[src/rtl/cmd_pkg.sv]
// rtl/cmd_pkg.sv - command ids, argument-count table and parser states
package cmd_pkg;

  localparam logic [3:0] NARGS_UNKNOWN = 4'hF;

  localparam logic [31:0] CMD_SET_DIGITAL_OUT      = 32'd1;
  localparam logic [31:0] CMD_CONFIG_DIGITAL_OUT   = 32'd2;
  localparam logic [31:0] CMD_SCHEDULE_DIGITAL_OUT = 32'd3;
  localparam logic [31:0] CMD_UPDATE_DIGITAL_OUT   = 32'd4;
  localparam logic [31:0] CMD_QUEUE_STEP           = 32'd5;
  localparam logic [31:0] CMD_SET_NEXT_STEP_DIR    = 32'd6;
  localparam logic [31:0] CMD_GET_CLOCK            = 32'd7;
  localparam logic [31:0] CMD_RESET_STEP_CLOCK     = 32'd8;

  typedef enum logic [2:0] {
    S_IDLE,
    S_CMD,
    S_ARGS,
    S_PRESENT,
    S_SKIP
  } state_t;

  function automatic logic [3:0] cmd_nargs(input logic [31:0] id);
    case (id)
      CMD_SET_DIGITAL_OUT:      cmd_nargs = 4'd2;
      CMD_CONFIG_DIGITAL_OUT:   cmd_nargs = 4'd4;
      CMD_SCHEDULE_DIGITAL_OUT: cmd_nargs = 4'd3;
      CMD_UPDATE_DIGITAL_OUT:   cmd_nargs = 4'd2;
      CMD_QUEUE_STEP:           cmd_nargs = 4'd3;
      CMD_SET_NEXT_STEP_DIR:    cmd_nargs = 4'd2;
      CMD_GET_CLOCK:            cmd_nargs = 4'd0;
      CMD_RESET_STEP_CLOCK:     cmd_nargs = 4'd2;
      default:                  cmd_nargs = NARGS_UNKNOWN;
    endcase
  endfunction

endpackage

[src/rtl/cmd_parser_if.sv]
// rtl/cmd_parser_if.sv - payload byte stream in, decoded command/argument bus out
// master is the parser; slave is the framing layer plus command consumers.
interface cmd_parser_if #(parameter int CMD_BITS = 8) ();

  logic [7:0]          in_data;
  logic                in_valid;
  logic                in_end;
  logic                in_ready;
  logic [CMD_BITS-1:0] cmd;
  logic                cmd_ready;
  logic [31:0]         arg_data;
  logic                arg_advance;
  logic                cmd_done;
  logic                parse_error;

  modport master (
    input  in_data, in_valid, in_end, arg_advance, cmd_done,
    output in_ready, cmd, cmd_ready, arg_data, parse_error
  );

  modport slave (
    output in_data, in_valid, in_end, arg_advance, cmd_done,
    input  in_ready, cmd, cmd_ready, arg_data, parse_error
  );

endinterface

[src/rtl/vlq_decoder.sv]
// rtl/vlq_decoder.sv - Klipper VLQ integer decoder, one byte per valid cycle
// o_value is combinational so the terminating byte's value is usable in the same cycle.
module vlq_decoder #(
  parameter int MAX_VLQ_BYTES = 5
) (
  input  logic        clk,
  input  logic        rst_n,
  input  logic [7:0]  i_byte,
  input  logic        i_valid,
  input  logic        i_start,
  output logic [31:0] o_value,
  output logic        o_value_valid,
  output logic        o_overlong_err
);

  localparam int CW = $clog2(MAX_VLQ_BYTES + 2);

  logic [24:0]   r_acc;
  logic [CW-1:0] r_cnt;
  logic [CW-1:0] w_cnt;

  always_comb begin
    o_value = 32'd0;
    w_cnt   = CW'(1);
    if (i_start) begin
      o_value = {25'd0, i_byte[6:0]};
      if (i_byte[6:5] == 2'b11) o_value = o_value | 32'hFFFF_FFE0;
    end else begin
      o_value = {r_acc, i_byte[6:0]};
      w_cnt   = r_cnt + CW'(1);
    end
  end

  assign o_overlong_err = i_valid && (w_cnt > CW'(MAX_VLQ_BYTES));
  assign o_value_valid  = i_valid && !i_byte[7] && !o_overlong_err;

  always_ff @(posedge clk or negedge rst_n) begin
    if (!rst_n) begin
      r_acc <= '0;
      r_cnt <= '0;
    end else if (i_valid) begin
      r_acc <= o_value[24:0];
      r_cnt <= w_cnt;
    end
  end

endmodule

[src/rtl/cmd_parser.sv]
// rtl/cmd_parser.sv - decodes VLQ command id + args and presents them on the cmd/arg bus
module cmd_parser
  import cmd_pkg::*;
#(
  parameter int CMD_BITS      = 8,
  parameter int MAX_ARGS      = 8,
  parameter int MAX_VLQ_BYTES = 5
) (
  input logic          clk,
  input logic          rst_n,
  cmd_parser_if.master bus
);

  localparam int         AW    = (MAX_ARGS > 1) ? $clog2(MAX_ARGS) : 1;
  localparam logic [3:0] MAX_N = 4'(MAX_ARGS);

  state_t              r_state, w_state_nx;
  logic [3:0]          r_nargs, w_nargs_nx;
  logic [3:0]          r_wr, w_wr_nx;
  logic [3:0]          r_rd, w_rd_nx;
  logic [CMD_BITS-1:0] r_cmd, w_cmd_nx;
  logic                r_present, w_present_nx;
  logic                r_mid, w_mid_nx;
  logic                r_perr, w_err;
  logic [31:0]         r_buf [MAX_ARGS];
  logic                w_buf_we;

  logic                w_accept;
  logic                w_dec_valid;
  logic [31:0]         w_value;
  logic                w_value_valid;
  logic                w_overlong;
  logic [3:0]          w_lookup;

  assign bus.in_ready = (r_state == S_CMD) || (r_state == S_ARGS) || (r_state == S_SKIP);
  assign w_accept     = bus.in_valid && bus.in_ready;
  assign w_dec_valid  = w_accept && ((r_state == S_CMD) || (r_state == S_ARGS));

  vlq_decoder #(.MAX_VLQ_BYTES(MAX_VLQ_BYTES)) u_vlq (
    .clk            (clk),
    .rst_n          (rst_n),
    .i_byte         (bus.in_data),
    .i_valid        (w_dec_valid),
    .i_start        (!r_mid),
    .o_value        (w_value),
    .o_value_valid  (w_value_valid),
    .o_overlong_err (w_overlong)
  );

  assign w_lookup = cmd_nargs(32'(w_value[CMD_BITS-1:0]));

  always_comb begin
    w_state_nx   = r_state;
    w_nargs_nx   = r_nargs;
    w_wr_nx      = r_wr;
    w_rd_nx      = r_rd;
    w_cmd_nx     = r_cmd;
    w_present_nx = r_present;
    w_mid_nx     = r_mid;
    w_err        = 1'b0;
    w_buf_we     = 1'b0;
    case (r_state)
      S_IDLE: w_state_nx = S_CMD;
      S_CMD, S_ARGS: begin
        if (w_dec_valid) begin
          w_mid_nx = 1'b0;
          if (w_overlong || (bus.in_data[7] && bus.in_end)) begin
            w_err = 1'b1;
          end else if (!w_value_valid) begin
            w_mid_nx = 1'b1;
          end else if (r_state == S_CMD) begin
            w_cmd_nx = w_value[CMD_BITS-1:0];
            if (w_lookup == NARGS_UNKNOWN || w_lookup > MAX_N) begin
              w_err = 1'b1;
            end else if (w_lookup == 4'd0) begin
              w_nargs_nx   = 4'd0;
              w_rd_nx      = 4'd0;
              w_present_nx = 1'b1;
              w_state_nx   = S_PRESENT;
            end else if (bus.in_end) begin
              w_err = 1'b1;
            end else begin
              w_nargs_nx = w_lookup;
              w_wr_nx    = 4'd0;
              w_state_nx = S_ARGS;
            end
          end else begin
            w_buf_we = 1'b1;
            w_wr_nx  = r_wr + 4'd1;
            if (r_wr + 4'd1 == r_nargs) begin
              w_rd_nx      = 4'd0;
              w_present_nx = 1'b1;
              w_state_nx   = S_PRESENT;
            end else if (bus.in_end) begin
              w_err = 1'b1;
            end
          end
          // An error on the message's last byte must not swallow the next message.
          if (w_err) begin
            w_wr_nx    = 4'd0;
            w_state_nx = bus.in_end ? S_CMD : S_SKIP;
          end
        end
      end
      S_SKIP: begin
        if (w_accept && bus.in_end) w_state_nx = S_CMD;
      end
      S_PRESENT: begin
        if (bus.arg_advance && bus.cmd_ready && (r_rd < r_nargs)) w_rd_nx = r_rd + 4'd1;
        if (bus.cmd_done) begin
          w_present_nx = 1'b0;
          w_rd_nx      = 4'd0;
          w_wr_nx      = 4'd0;
          w_state_nx   = S_CMD;
        end
      end
      default: w_state_nx = S_CMD;
    endcase
  end

  always_ff @(posedge clk or negedge rst_n) begin
    if (!rst_n) begin
      r_state   <= S_IDLE;
      r_nargs   <= 4'd0;
      r_wr      <= 4'd0;
      r_rd      <= 4'd0;
      r_cmd     <= '0;
      r_present <= 1'b0;
      r_mid     <= 1'b0;
      r_perr    <= 1'b0;
    end else begin
      r_state   <= w_state_nx;
      r_nargs   <= w_nargs_nx;
      r_wr      <= w_wr_nx;
      r_rd      <= w_rd_nx;
      r_cmd     <= w_cmd_nx;
      r_present <= w_present_nx;
      r_mid     <= w_mid_nx;
      r_perr    <= w_err;
    end
  end

  always_ff @(posedge clk) begin
    if (w_buf_we) r_buf[r_wr[AW-1:0]] <= w_value;
  end

  assign bus.cmd         = r_cmd;
  assign bus.cmd_ready   = r_present && !bus.cmd_done;
  assign bus.arg_data    = (r_present && (r_rd < r_nargs)) ? r_buf[r_rd[AW-1:0]] : 32'd0;
  assign bus.parse_error = r_perr;

endmodule
[src/flat_wrapper.sv]
// flat-port wrapper written by rule: the top's interface ports become plain ports
module cmd_parser_flat import cmd_pkg::*;
#(
  parameter int CMD_BITS      = 8,
  parameter int MAX_ARGS      = 8,
  parameter int MAX_VLQ_BYTES = 5
)
  (clk, rst_n, bus_in_data, bus_in_valid, bus_in_end, bus_arg_advance, bus_cmd_done, bus_in_ready, bus_cmd, bus_cmd_ready, bus_arg_data, bus_parse_error);
  cmd_parser_if #(.CMD_BITS(CMD_BITS)) bus_i ();
  input logic clk;
  input logic rst_n;
  input wire logic [$bits(bus_i.in_data)-1:0] bus_in_data;
  input wire logic [$bits(bus_i.in_valid)-1:0] bus_in_valid;
  input wire logic [$bits(bus_i.in_end)-1:0] bus_in_end;
  input wire logic [$bits(bus_i.arg_advance)-1:0] bus_arg_advance;
  input wire logic [$bits(bus_i.cmd_done)-1:0] bus_cmd_done;
  output wire logic [$bits(bus_i.in_ready)-1:0] bus_in_ready;
  output wire logic [$bits(bus_i.cmd)-1:0] bus_cmd;
  output wire logic [$bits(bus_i.cmd_ready)-1:0] bus_cmd_ready;
  output wire logic [$bits(bus_i.arg_data)-1:0] bus_arg_data;
  output wire logic [$bits(bus_i.parse_error)-1:0] bus_parse_error;
  assign bus_i.in_data = bus_in_data;
  assign bus_i.in_valid = bus_in_valid;
  assign bus_i.in_end = bus_in_end;
  assign bus_i.arg_advance = bus_arg_advance;
  assign bus_i.cmd_done = bus_cmd_done;
  assign bus_in_ready = bus_i.in_ready;
  assign bus_cmd = bus_i.cmd;
  assign bus_cmd_ready = bus_i.cmd_ready;
  assign bus_arg_data = bus_i.arg_data;
  assign bus_parse_error = bus_i.parse_error;
  cmd_parser #(.CMD_BITS(CMD_BITS), .MAX_ARGS(MAX_ARGS), .MAX_VLQ_BYTES(MAX_VLQ_BYTES)) u_core (.clk(clk), .rst_n(rst_n), .bus(bus_i));
endmodule
[config.mk]
export PLATFORM = sky130hd
export DESIGN_NAME = cmd_parser_flat
export DESIGN_NICKNAME = d
export VERILOG_FILES = /design/src/rtl/cmd_pkg.sv /design/src/rtl/cmd_parser_if.sv /design/src/rtl/vlq_decoder.sv /design/src/rtl/cmd_parser.sv /design/src/flat_wrapper.sv
export SDC_FILE = /design/constraint.sdc
export NUM_CORES = 1
export LEC_CHECK = 0
export BUFFER_PORTS_ARGS = -buffer_cell sky130_fd_sc_hd__buf_2
export CAP_MARGIN = 30
export CORE_ASPECT_RATIO = 0.7
export CORE_MARGIN = 5
export CORE_UTILIZATION = 45
export DETAILED_ROUTE_END_ITERATION = 6
export PLACE_DENSITY = 0.63
export SLEW_MARGIN = 20
export SYNTH_ARGS = -nofsm -noshare
export SYNTH_HDL_FRONTEND = slang
export SYNTH_SLANG_ARGS = --single-unit
[constraint.sdc]
create_clock -name clk -period 5.5 [get_ports clk]
set_input_delay 1.1 -clock clk [delete_from_list [all_inputs] [get_ports clk]]
set_output_delay 1.1 -clock clk [all_outputs]
set_load 0.01 [all_outputs]
Word-level counts from Yosys, hierarchy flattened
Memory sizes are Yosys's and may differ from the RTL's.
Index checks and enable logic that the tools add are counted.
{"block": "op_classes", "addsub": 3, "magnitude_cmp": 3, "eq_ne": 24, "n_mux": 69, "bitwise": 2, "n_reduce_logical": 29}
{"operator": "2-to-1 mux 32 bit", "n": 3}
{"operator": "2-to-1 mux 4 bit", "n": 21}
{"operator": "2-to-1 mux 3 bit", "n": 13}
{"operator": "AND reduction 8 bit", "n": 4}
{"operator": "2-to-1 mux 1 bit", "n": 28}
{"operator": "one-hot mux 4 bit (2 select lines)", "n": 2}
{"operator": "!= test 4 bit, second input constant", "n": 3}
{"operator": "logical AND 1 bit", "n": 11}
{"operator": "!= test 3 bit, second input constant", "n": 3}
{"operator": "one-hot mux 3 bit (3 select lines)", "n": 1}
{"operator": "adder 4 x 1 -> 4 bit, second input constant", "n": 2}
{"operator": "zero test 4 bit", "n": 2}
{"operator": "!= test 2 bit, second input constant", "n": 4}
{"operator": "AND reduction 7 bit", "n": 1}
{"operator": "equality test 3 x 2 -> 1 bit, second input constant", "n": 2}
{"operator": "!= test 3 x 1 -> 1 bit, second input constant", "n": 2}
{"operator": "!= test 5 bit, second input constant", "n": 1}
{"operator": "AND reduction 5 bit", "n": 1}
{"operator": "equality test 4 bit", "n": 1}
{"operator": "equality test 4 bit, second input constant", "n": 1}
{"operator": "> comparator 4 bit, second input constant", "n": 1}
{"operator": "logical OR 1 bit", "n": 4}
{"operator": "less-than comparator 4 bit", "n": 1}
{"operator": "!= test 2 x 1 -> 1 bit, second input constant", "n": 2}
{"operator": "13 further kinds", "n": 16}
{"block": "totals", "ff_bits": 54, "mem_bits_rw": 256, "romBits": 64, "output_inout_bits": 43, "word_cells": 142, "n_memories": 2}
{"name": "u_core.r_buf", "depth": 8, "word_bits": 32, "rd": 1, "rd_ports_with_merged_regs": 0, "wr": 1, "line_no": "cmd_parser.sv:25", "rtl": "logic [31:0] r_buf [MAX_ARGS];"}
{"name": "(name not given)", "depth": 16, "word_bits": 4, "rd": 1, "rd_ports_with_merged_regs": 0, "wr": 0, "line_no": "cmd_pkg.sv:24", "rtl": "case (id)"}

Logic depth before layout (Yosys ltp)
Gate-level depths: netlist of the first run.
{"block": "depth", "ltp_word": 16, "depth_mapped": 9, "depth_no_buf": 8}

Hierarchy
A second synthesis of the first run with hierarchy kept.
{"block": "unflattened", "cells_unflattened": 769, "hier_area_um2": 13107.6}
{"module": "cmd_parser", "instances": 1, "cells_per_inst": 612, "area_per_inst_um2": 11559.8, "seq_area_each_um2": 8338.0}
{"module": "vlq_decoder", "instances": 1, "cells_per_inst": 157, "area_per_inst_um2": 1547.7, "seq_area_each_um2": 700.7}

Worst setup path before layout of the first run
OpenSTA, ideal clock, no wires.
{"block": "synth_timing", "kind": "input-to-reg", "start": "input bus_in_data[7]", "end": "memory u_core.r_buf[1][0] (enable)", "arrival_time_ns": 3.827, "slack_ns": 1.212, "cell_stages": 5, "n_path_buf": 0, "cell_sequence": "nor3b_1 -> o211ai_1 -> nor2_1 -> nand2_1 -> nor3_1"}
{"block": "synth_via", "elab_chain_len": 9, "word_cells_on_any_way": 11}
{"element": "from (decl)", "line_no": "flat_wrapper.sv:12", "rtl": "input wire logic [$bits(bus_i.in_data)-1:0] bus_in_data;"}
{"element": "zero test 1 bit", "line_no": "vlq_decoder.sv:35", "rtl": "assign o_value_valid = i_valid && !i_byte[7] && !o_overlong_err;"}
{"element": "logical AND 1 bit (2 in a row)", "line_no": "vlq_decoder.sv:35"}
{"element": "2-to-1 mux 1 bit", "line_no": "cmd_parser.sv:69", "rtl": "end else if (!w_value_valid) begin"}
{"element": "2-to-1 mux 1 bit (*)", "line_no": "cmd_parser.sv:67", "rtl": "if (w_overlong || (bus.in_data[7] && bus.in_end)) begin"}
{"element": "2-to-1 mux 1 bit (*)", "line_no": "cmd_parser.sv:65", "rtl": "if (w_dec_valid) begin"}
{"element": "2-to-1 mux 1 bit (*)", "line_no": "cmd_parser.sv:62", "rtl": "case (r_state)"}
{"element": "2-to-1 mux 1 bit (*)", "line_no": "cmd_parser.sv:144", "rtl": "if (w_buf_we) r_buf[r_wr[AW-1:0]] <= w_value;"}
{"element": "2-to-1 mux 1 bit (implied by the code) (*)", "line_no": "cmd_parser.sv:144"}
{"element": "to (decl)", "line_no": "cmd_parser.sv:25"}
Every way passes the cells marked *; elsewhere a longest branch is shown, timed or not.

Worst setup path after layout of the first run
{"block": "layout_timing", "start": "register u_core.r_rd[0]", "end": "output bus_arg_data[24]"}
{"block": "layout_via", "elab_chain_len": 3, "word_cells_on_any_way": 4}
{"element": "from (decl)", "line_no": "cmd_parser.sv:20", "rtl": "logic [3:0] r_rd, w_rd_nx;"}
{"element": "from (signal assigned)", "line_no": "cmd_parser.sv:135", "rtl": "r_rd <= w_rd_nx;"}
{"element": "less-than comparator 4 bit", "line_no": "cmd_parser.sv:149", "rtl": "assign bus.arg_data = (r_present && (r_rd < r_nargs)) ? r_buf[r_rd[AW-1:0]] : 32'd0;"}
{"element": "logical AND 1 bit", "line_no": "cmd_parser.sv:149"}
{"element": "2-to-1 mux 32 bit (*)", "line_no": "cmd_parser.sv:149"}
{"element": "to (decl)", "line_no": "flat_wrapper.sv:20", "rtl": "output wire logic [$bits(bus_i.arg_data)-1:0] bus_arg_data;"}
Marked as above.

==> results.cfg, run 1 <==
[place]
place_ws_ns = 1.97
gp_congestion = 0.858
dpl.hpwl_mm = 16.2
placed_area_um2 = 13600
io_buffers = 56

[cells_and_area]
area_delta_synth_final_pct = 14.0
drive_gt1_frac = 0.269
finalNetCount = 840
antenna_cells = 0
design_area_um2 = 14600

[critical_path]
crit_buf_inv = 2
critPathCaptureType = output port
r2r_start = u_core.u_vlq.r_cnt[0]
crit_top_cell = a21o_1
rr_worst_depth = 7
r2r_setup_slack_ns = 2.39
crit_family = compound AO/OA/AOI/OAI gates
startpoint_type = flop
max_stage_delay_ns = 0.62
timing.rr.end = u_core.r_buf[2][24]
arrival_ns = 2.91
cp_cell_sequence = nand2b_1, a21o_1, a21o_1, a21o_1, buf_4, nor2_1, buf_2
required_ns = 4.40
cp_max_fo = 19
slowest_stage = dfrtp_4
timing_worst_setup_path_type = flop to output port

[synthesis]
yosys-top-cells-area = edfxtp_1 (60%), mux4_2 (11%), dfrtp_1 (11%), mux2i_1 (2.7%), mux2_2 (2.5%)
syn_nets = 774
ys.warnings.count = 0
synthCells = 749
ys_seq_area_frac = 0.707
synth_area_um2 = 12800
synth_edf_count = 256
synth-seq-cells = 310
async_reset_ff_frac = 0.174
synth_cell_types = 49
syn_avg_cell_area_um2 = 17.1
ys_top_cells_by_count = edfxtp_1 (256), nand2_1 (82), mux4_2 (64), dfrtp_1 (54), nor2_1 (47)
synth_top_flop_cell = edfxtp_1
synth_most_common_cell = edfxtp_1
yosys.area.top_type = edfxtp_1
synth_top_cell_area_share = 0.602

[timing]
setup_viol = 0
skew_ns = 0.0139
post-route-period-util = 0.730
maxSlewHeadroom = 0.400
fin_crit_ns = 4.01
worst_pin_slew_ns = 0.898
fin_ws_ns = 1.49
slew_violations = 0
rsz0062_at_grt = false
setup_tns_ns = 0
max_freq_ghz = 0.249
finalHoldViolations = 0

[routing]
ant_nets = 0
route.vias.total = 6799
wl_per_cell_um = 22.3
routed_wl_mm = 27.0
drc = 0
initialDrtViolationCount = 566
vias_per_cell = 5.62
drtPass1Iterations = 5

[grt]
track_usage = 0.173
grt_pass1_wl_mm = 42.7
first_global_vias = 7242
grt-ovfl-total = 0
grt_antenna_before_repair = 0
grt_max_degree = 55

[die]
core_um2 = 27900
dieArea_um2 = 31900
dieWidth_um = 211
initial_core_util = 0.458
rows = 51
die_h_um = 151
io_pins = 57

[cts]
clkTransAtPathRegs_ns = 0.06
cts_buffer_depth = 3
cts-htree-levels = 1
post_cts_buffers = 0
clkSinkCount = 310
cts-resized-gates = 0
clock_latency_ns = 0.56
cts_tree = built
cts_root_buffer = clkbuf_16
hold_buffers = 0
cts_buffers = 30

[min_path]
hp-start = u_core.bus.cmd[0]
holdCritPathClass = flop to flop
whs_path_depth = 2
min_to = u_core.bus.cmd[0]

[pwr]
ir_worst_vdd_uv = 273
p_leak_nw = 5.06
p_per_area_nw_per_um2 = 452

[run_status]
outcome = completed

[job]
drv_cap = 0
cell families (layout without fill, tap and decap cells):
group | count (synthesis) | after routing | synth area share
DFF | 310 | 310 | 0.707
muxes | 126 | 126 | 0.164
and+or+nand+nor | 167 | 167 | 0.0571
AOI/OAI and AO/OA | 71 | 71 | 0.0373
adders and majority gates | 11 | 11 | 0.0108
xor gates and xnor gates | 10 | 10 | 0.00685
buffers and inverters | 54 | 144 | 0.0166
registers in the layout, indices dropped and copies added, names as in the netlist:
signal and count:
u_core.r_rd 4, u_core.r_buf 256, u_core.bus.cmd 8, u_core.r_nargs 4, u_core.r_present 1, u_core.u_vlq.r_acc 25
u_core.bus.parse_error 1, u_core.u_vlq.r_cnt 3, u_core.r_mid 1, u_core.r_state 3, u_core.r_wr 4
cells in the final DEF (no fill, tap or decap), drive strengths merged, types with 3 or more instances in the layout:
| cell type | count |
|---|---|
| nand3b | 6 |
| nand2b | 5 |
| ha | 11 |
| o21ai | 25 |
| a21o | 7 |
| o22ai | 4 |
| mux2i | 34 |
| buf | 75 |
| dfrtp | 54 |
| xnor2 | 8 |
| mux2 | 28 |
| a31oi | 7 |
| nor3 | 4 |
| nand2 | 82 |
| inv | 13 |
| nor2b | 7 |
| nor2 | 48 |
| edfxtp | 256 |
| a21oi | 6 |
| nand3 | 3 |
| clkbuf | 52 |
| nor3b | 3 |
| nor4 | 3 |
| mux4 | 64 |
final cells by class:
| type | instances | area [um2] |
|---|---|---|
| repair buffers | 75 | 452 |
| flip-flops and latches | 310 | 9040 |
| clock buffers | 52 | 946 |
| multi-input cells | 385 | 3580 |
| well taps | 371 | 464 |
| fillers | 2262 | 13300 |
| clock inverters | 4 | 25.0 |
| inverters | 13 | 48.8 |
through the flow:
stage,utilization,hold slack (ns),cells,total power [W]
after floorplan,-,0.450,749,0.00413
after CTS,0.521,0.489,1208,0.00665
after detailed placement,0.486,0.475,1152,0.00465
after global placement,0.486,0.466,1151,0.00459
final,0.522,0.492,1210,0.00658
after global routing,0.522,0.518,1210,0.00692
worst min-delay path: cells and delay by family (launching register included):
kind,cells,cell delay (ns)
DFF,1,0.34
AOI/OAI and AO/OA,1,0.07
and+or+nand+nor,1,0.05
power by group:
part	switching (W)	leakage, nW	internal [W]
Sequential	0.000157	3.00	0.00287
Combinational	0.000889	1.59	0.000667
Clock	0.000842	0.468	0.00116
how the worst max path moves through the flow:
stage / start / endpoint / slack (ns) / cells past startpoint
after CTS: u_core.r_rd[0] / bus_arg_data[24] / 1.36 / 7
final: u_core.r_rd[0] / bus_arg_data[24] / 1.49 / 7
after detailed placement: u_core.r_rd[0] / bus_arg_data[24] / 1.97 / 7
after global routing: u_core.r_rd[0] / bus_arg_data[24] / 1.20 / 7
after global placement: u_core.r_rd[0] / bus_arg_data[9] / 2.02 / 5
after floorplan: bus_in_data[7] / u_core.r_buf[1][0] / 1.21 / 5
metal layers:
metal | share of wire | global-route usage | vias to the layer above
met4 | 0.015 | 0.0286 | 0
li1 | - | - | 3028
met2 | 0.47 | 0.282 | 205
met5 | 0 | 0 | -
met3 | 0.055 | 0.0311 | 35
met1 | 0.46 | 0.253 | 3531
(Power assumes the default switching activity.)
==> inputs of run 2 (changes only) <==
--- a/config.mk
+++ b/config.mk
@@ -5,6 +5,7 @@
 export SDC_FILE = /design/constraint.sdc
 export NUM_CORES = 1
 export LEC_CHECK = 0
+export ABC_AREA = 1
 export BUFFER_PORTS_ARGS = -buffer_cell sky130_fd_sc_hd__buf_2
 export CAP_MARGIN = 30
 export CORE_ASPECT_RATIO = 0.7
==> constraint.sdc (replaced) <==
create_clock -name clk -period 3.91 [get_ports clk]
set_input_delay 0.782 -clock clk [delete_from_list [all_inputs] [get_ports clk]]
set_output_delay 0.782 -clock clk [all_outputs]
set_load 0.01 [all_outputs]
==> results.cfg, run 2 <==
[synthesis]
synth_most_common_cell = nand2_1
synth_edf_count = 256
syn_nets = 1144
ys_top_cells_by_count = nand2_1 (280), edfxtp_1 (256), a21oi_1 (98), o21ai_0 (63), inv_1 (58)
synthCells = 1119
ys.warnings.count = 0
synth_area_um2 = 13000
synth-seq-cells = 310
async_reset_ff_frac = 0.174
yosys-top-cells-area = edfxtp_1 (59%), dfrtp_1 (10%), nand2_1 (8.1%), a21oi_1 (3.8%), o21ai_0 (2.4%)
synth_cell_types = 35
yosys.area.top_type = edfxtp_1
ys_seq_area_frac = 0.695
synth_top_flop_cell = edfxtp_1
synth_top_cell_area_share = 0.591
syn_avg_cell_area_um2 = 11.6

[place]
dpl.hpwl_mm = 17.4
gp_congestion = 0.792
placed_area_um2 = 13800
dp_cells = 1516
io_buffers = 56

[timing]
post-route-period-util = 0.936
maxSlewHeadroom = 0.340
setup_viol = 0
worst_pin_slew_ns = 0.980
max_freq_ghz = 0.273
slew_violations = 0
skew_ns = 0.00722
fin_crit_ns = 3.66
rsz0062_at_grt = false
finalHoldViolations = 0

[cells_and_area]
seq_area_um2 = 9040
design_area_um2 = 14800
drive_gt1_frac = 0.141
final_util = 0.515
antenna_cells = 0
largest_reg_flops = 256
final_cell_mix = nand2_1 (280), edfxtp_1 (256), a21oi_1 (98), buf_2 (63), o21ai_0 (62)
final_cells = 1578
multiInputGateArea_um2 = 3510
area_delta_synth_final_pct = 13.6
final_common_cell = nand2_1
fillers = 2510
finalNetCount = 1201

[critical_path]
timing.rr.end = u_core.r_buf[0][9]
cp_max_fo = 82
timing_worst_setup_path_type = flop to output port
critPathCaptureType = output port
required_ns = 3.13
r2r_start = u_core.u_vlq.r_cnt[0]
arrival_ns = 2.88
rr_worst_depth = 7
r2r_setup_slack_ns = 1.43
startpoint_type = flop

[grt]
grt-ovfl-total = 0
first_global_vias = 8277
track_usage = 0.185
grt_max_degree = 83
grt_antenna_before_repair = 0
grt_pass1_wl_mm = 47.8

[pwr]
power_switching_w = 0.00344
power.share.clock = 0.279
pwr-share-comb = 0.299
intPower_w = 0.00663
p_total_w = 0.0101
p_leak_nw = 5.75
pwr-share-seq = 0.422
p_per_area_nw_per_um2 = 681
ir_worst_vdd_uv = 376
netSwitchingFraction = 0.342

[routing]
route.vias.total = 8595
wl_per_cell_um = 19.2
drtPass1Iterations = 5
vias_per_cell = 5.45
initialDrtViolationCount = 699
ant_nets = 0
routed_wl_mm = 30.3
drc = 0

[run_status]
outcome = completed

[die]
core_um2 = 28700
die_h_um = 152
io_pins = 57
rows = 52
dieWidth_um = 213
initial_core_util = 0.453
dieArea_um2 = 32500

[cts]
cts_root_buffer = clkbuf_16
cts_buffer_depth = 3
hold_buffers = 0
clock_latency_ns = 0.55
clkTransAtPathRegs_ns = 0.06
cts_tree = built
cts_buffers = 30
clkSinkCount = 310
cts-htree-levels = 1
post_cts_buffers = 0
cts-resized-gates = 0

[job]
drv_cap = 0

[min_path]
holdCritPathClass = input pin to asynchronous set/reset pin
-- run 2: cell count changes in the layout (fill, tap and decap cells not counted), moves of 21 or more --
| cell | delta |
|---|---|
| nand2_1 | +198 |
| a21oi_1 | +92 |
| mux4_2 | -64 |
| inv_1 | +45 |
| o21ai_0 | +42 |
| mux2i_1 | -34 |
| a211oi_1 | +29 |
| a22oi_1 | +29 |
| a32o_1 | +29 |
| mux2_2 | -28 |
| nand3_1 | +21 |
-- run 2: final cells by class --
class,count,area share
Clock inverter,13,0.00787
Multi-Input combinational cell,677,0.237
Timing Repair Buffer,92,0.0384
Clock buffer,43,0.0562
Tap cell,378,0.0320
Sequential cell,310,0.612
Inverter,65,0.0167
-- run 2: logic make-up (layout without fill, tap and decap cells) --
family / count (synthesis) / after routing / synth area share
adder cells (fa/ha/maj): 11 / 11 / 0.0106
AO/OA/AOI/OAI: 268 / 268 / 0.129
XOR/XNOR: 1 / 1 / 0.000673
buffers and inverters: 132 / 213 / 0.0391
AND/OR/NAND/NOR: 397 / 397 / 0.126
flip-flops: 310 / 310 / 0.695
-- run 2: how the worst max path moves through the flow --
stage,depth (start not counted),endpoint,startpoint,slack [ns]
after floorplan,6,u_core.r_buf[1][0],bus_in_valid,-0.18
after global placement,6,bus_arg_data[0],u_core.r_rd[0],0.96
after detailed placement,5,bus_arg_data[11],u_core.r_rd[0],0.91
after CTS,5,bus_arg_data[11],u_core.r_rd[0],0.33
after global routing,6,bus_arg_data[11],u_core.r_rd[0],0.14
final,5,bus_arg_data[11],u_core.r_rd[0],0.25
-- run 2: per-layer routing --
| metal | global-route usage | vias up | share of wire |
|---|---|---|---|
| met2 | 0.281 | 181 | 0.45 |
| met4 | 0.0288 | 0 | 0.013 |
| li1 | - | 4118 | - |
| met3 | 0.0270 | 28 | 0.043 |
| met5 | 0 | - | 0 |
| met1 | 0.291 | 4268 | 0.50 |
-- run 2: power groups by stage --
stage	Clock [W]	Combinational (W)	Sequential, W
floorplan	0	0.00204	0.00427
global placement	0	0.00298	0.00432
detailed placement	0	0.00302	0.00432
CTS	0.00286	0.00303	0.00425
global route	0.00299	0.00339	0.00429
finish	0.00281	0.00301	0.00425
-- run 2: critical path: stages (launching register included) --
cell and delay (ns):
dfrtp_4 0.47, buf_4 0.66, nand2_1 0.14, a32o_1 0.29, a211oi_1 0.43, buf_2 0.23
-- run 2: per-stage QoR --
step / setup slack, ns / hold WS (ns) / setup TNS (ns)
floorplan: -0.181 / 0.453 / -34.73
global placement: 0.956 / 0.459 / 0
detailed placement: 0.913 / 0.462 / 0
CTS: 0.328 / 0.329 / 0
global route: 0.142 / 0.367 / 0
finish: 0.249 / 0.317 / 0
==> inputs of run 3 (changes only) <==
--- a/config.mk
+++ b/config.mk
@@ -10,9 +10,9 @@
 export CAP_MARGIN = 30
 export CORE_ASPECT_RATIO = 0.7
 export CORE_MARGIN = 5
-export CORE_UTILIZATION = 45
+export CORE_UTILIZATION = 55
 export DETAILED_ROUTE_END_ITERATION = 6
-export PLACE_DENSITY = 0.63
+export PLACE_DENSITY = 0.74
 export SLEW_MARGIN = 20
 export SYNTH_ARGS = -nofsm -noshare
 export SYNTH_HDL_FRONTEND = slang
==> results.cfg, run 3 (synthesis results as in run 2) <==
[cells_and_area]
area_delta_synth_final_pct = 13.4
largest_reg_flops = 256
final_common_cell = nand2_1
finalNetCount = 1201
final_cell_mix = nand2_1 (280), edfxtp_1 (256), a21oi_1 (98), buf_2 (64), o21ai_0 (62)
design_area_um2 = 14800
antenna_cells = 0
drive_gt1_frac = 0.144
final_util = 0.629

[grt]
grt_antenna_before_repair = 0
grt_max_degree = 113
grt_pass1_wl_mm = 46.5
grt-ovfl-total = 0
first_global_vias = 8402
track_usage = 0.213

[routing]
drtPass1Iterations = 6
dr_wl_met2_mm = 13.0
ant_nets = 0
wl_met3_mm = 1.85
drc = 0
initialDrtViolationCount = 875
wl_per_cell_um = 19.1
m1WireLength_mm = 13.6
route.vias.total = 8700
routed_wl_mm = 28.9
top_layer = met4
vias_per_cell = 5.73

[die]
initial_core_util = 0.554
core_um2 = 23500
die_h_um = 139
rows = 47
dieArea_um2 = 26900
dieWidth_um = 194
io_pins = 57

[cts]
post_cts_buffers = 0
clock_latency_ns = 0.55
cts_buffers = 30
hold_buffers = 0
cts_buffer_depth = 3
cts_tree = built
cts-htree-levels = 1
cts_root_buffer = clkbuf_16
clkTransAtPathRegs_ns = 0.07
cts-resized-gates = 0
clkSinkCount = 310

[timing]
slew_violations = 0
worst_pin_slew_ns = 0.932
max_freq_ghz = 0.271
setup_tns_ns = 0
maxSlewHeadroom = 0.372
setup_viol = 0
finalHoldViolations = 0
skew_ns = 0.0151
fin_crit_ns = 3.69
post-route-period-util = 0.945
rsz0062_at_grt = false

[place]
placed_area_um2 = 13800
gp_congestion = 0.805
dpl.hpwl_mm = 16.8
io_buffers = 56

[critical_path]
required_ns = 3.13
r2r_setup_slack_ns = 1.35
rr_worst_depth = 9
r2r_start = u_core.u_vlq.r_cnt[0]
cp_max_fo = 48
slowest_stage = dfrtp_4
timing.rr.end = u_core.r_buf[6][17]
startpoint_type = flop
endpoint = bus_arg_data[14]
cp_cell_sequence = clkinv_2, nand2_1, a22oi_1, nor2_1, a211oi_1, buf_2
critPathCaptureType = output port
max_stage_delay_ns = 0.59
arrival_ns = 2.91
cp-startpoint = u_core.r_rd[0]
timing_worst_setup_path_type = flop to output port

[pwr]
pwr-share-seq = 0.426
p_per_area_nw_per_um2 = 681
intPower_w = 0.00662
power_switching_w = 0.00343
ir_worst_vdd_uv = 598
p_leak_nw = 5.76
netSwitchingFraction = 0.341
pwr-share-comb = 0.299
power.share.clock = 0.275

[job]
drv_cap = 0

[min_path]
holdCritPathClass = input pin to asynchronous set/reset pin

[run_status]
outcome = completed
-- run 3: worst min path at each step --
stage | slack (ns) | cells past startpoint | to
6_report | 0.13 | 1 | u_core.r_state[1]
5_1_grt | 0.14 | 1 | u_core.r_state[1]
4_1_cts | 0.37 | 1 | u_core.r_state[0]
3_5_place_dp | 0.47 | 2 | u_core.bus.cmd[7]
3_3_place_gp | 0.46 | 2 | u_core.bus.cmd[7]
2_1_floorplan | 0.45 | 2 | u_core.u_vlq.r_acc[0]
-- run 3: final cells by class --
class,instances,area (um2)
Fill cell,1770,8710
Timing Repair Buffer,92,616
Sequential cell,310,9040
Inverter,65,245
Clock buffer,45,858
Multi-Input combinational cell,677,3510
Tap cell,318,398
Clock inverter,11,88.8
-- run 3: per-layer routing --
| layer | GRT usage | vias to the layer above |
|---|---|---|
| li1 | - | 4110 |
| met1 | 0.331 | 4233 |
| met2 | 0.325 | 312 |
| met3 | 0.0287 | 45 |
| met4 | 0.0518 | 0 |
| met5 | 0 | - |
-- run 3: critical path: cells and delay by family, from the launching register on --
family,cells,cell delay (ns)
flip-flops,1,0.59
AND/OR/NAND/NOR,2,0.22
buffers and inverters,2,0.78
AO/OA/AOI/OAI,2,0.74
-- run 3: metrics by stage --
step / instances / hold WS, ns / setup WS, ns / total power [W]
global route: 1518 / 0.141 / 0.0566 / 0.0106
detailed placement: 1454 / 0.468 / 0.836 / 0.00731
CTS: 1510 / 0.374 / 0.242 / 0.0101
floorplan: 1119 / 0.453 / -0.181 / 0.00631
global placement: 1452 / 0.464 / 0.897 / 0.00722
finish: 1518 / 0.125 / 0.217 / 0.0100
-- run 3: power by group through the flow --
stage	Sequential (W)	Clock [W]	Combinational (W)
floorplan	0.00427	0	0.00204
global placement	0.00433	0	0.00288
detailed placement	0.00434	0	0.00296
CTS	0.00428	0.00280	0.00298
global route	0.00431	0.00295	0.00336
finish	0.00428	0.00276	0.00301
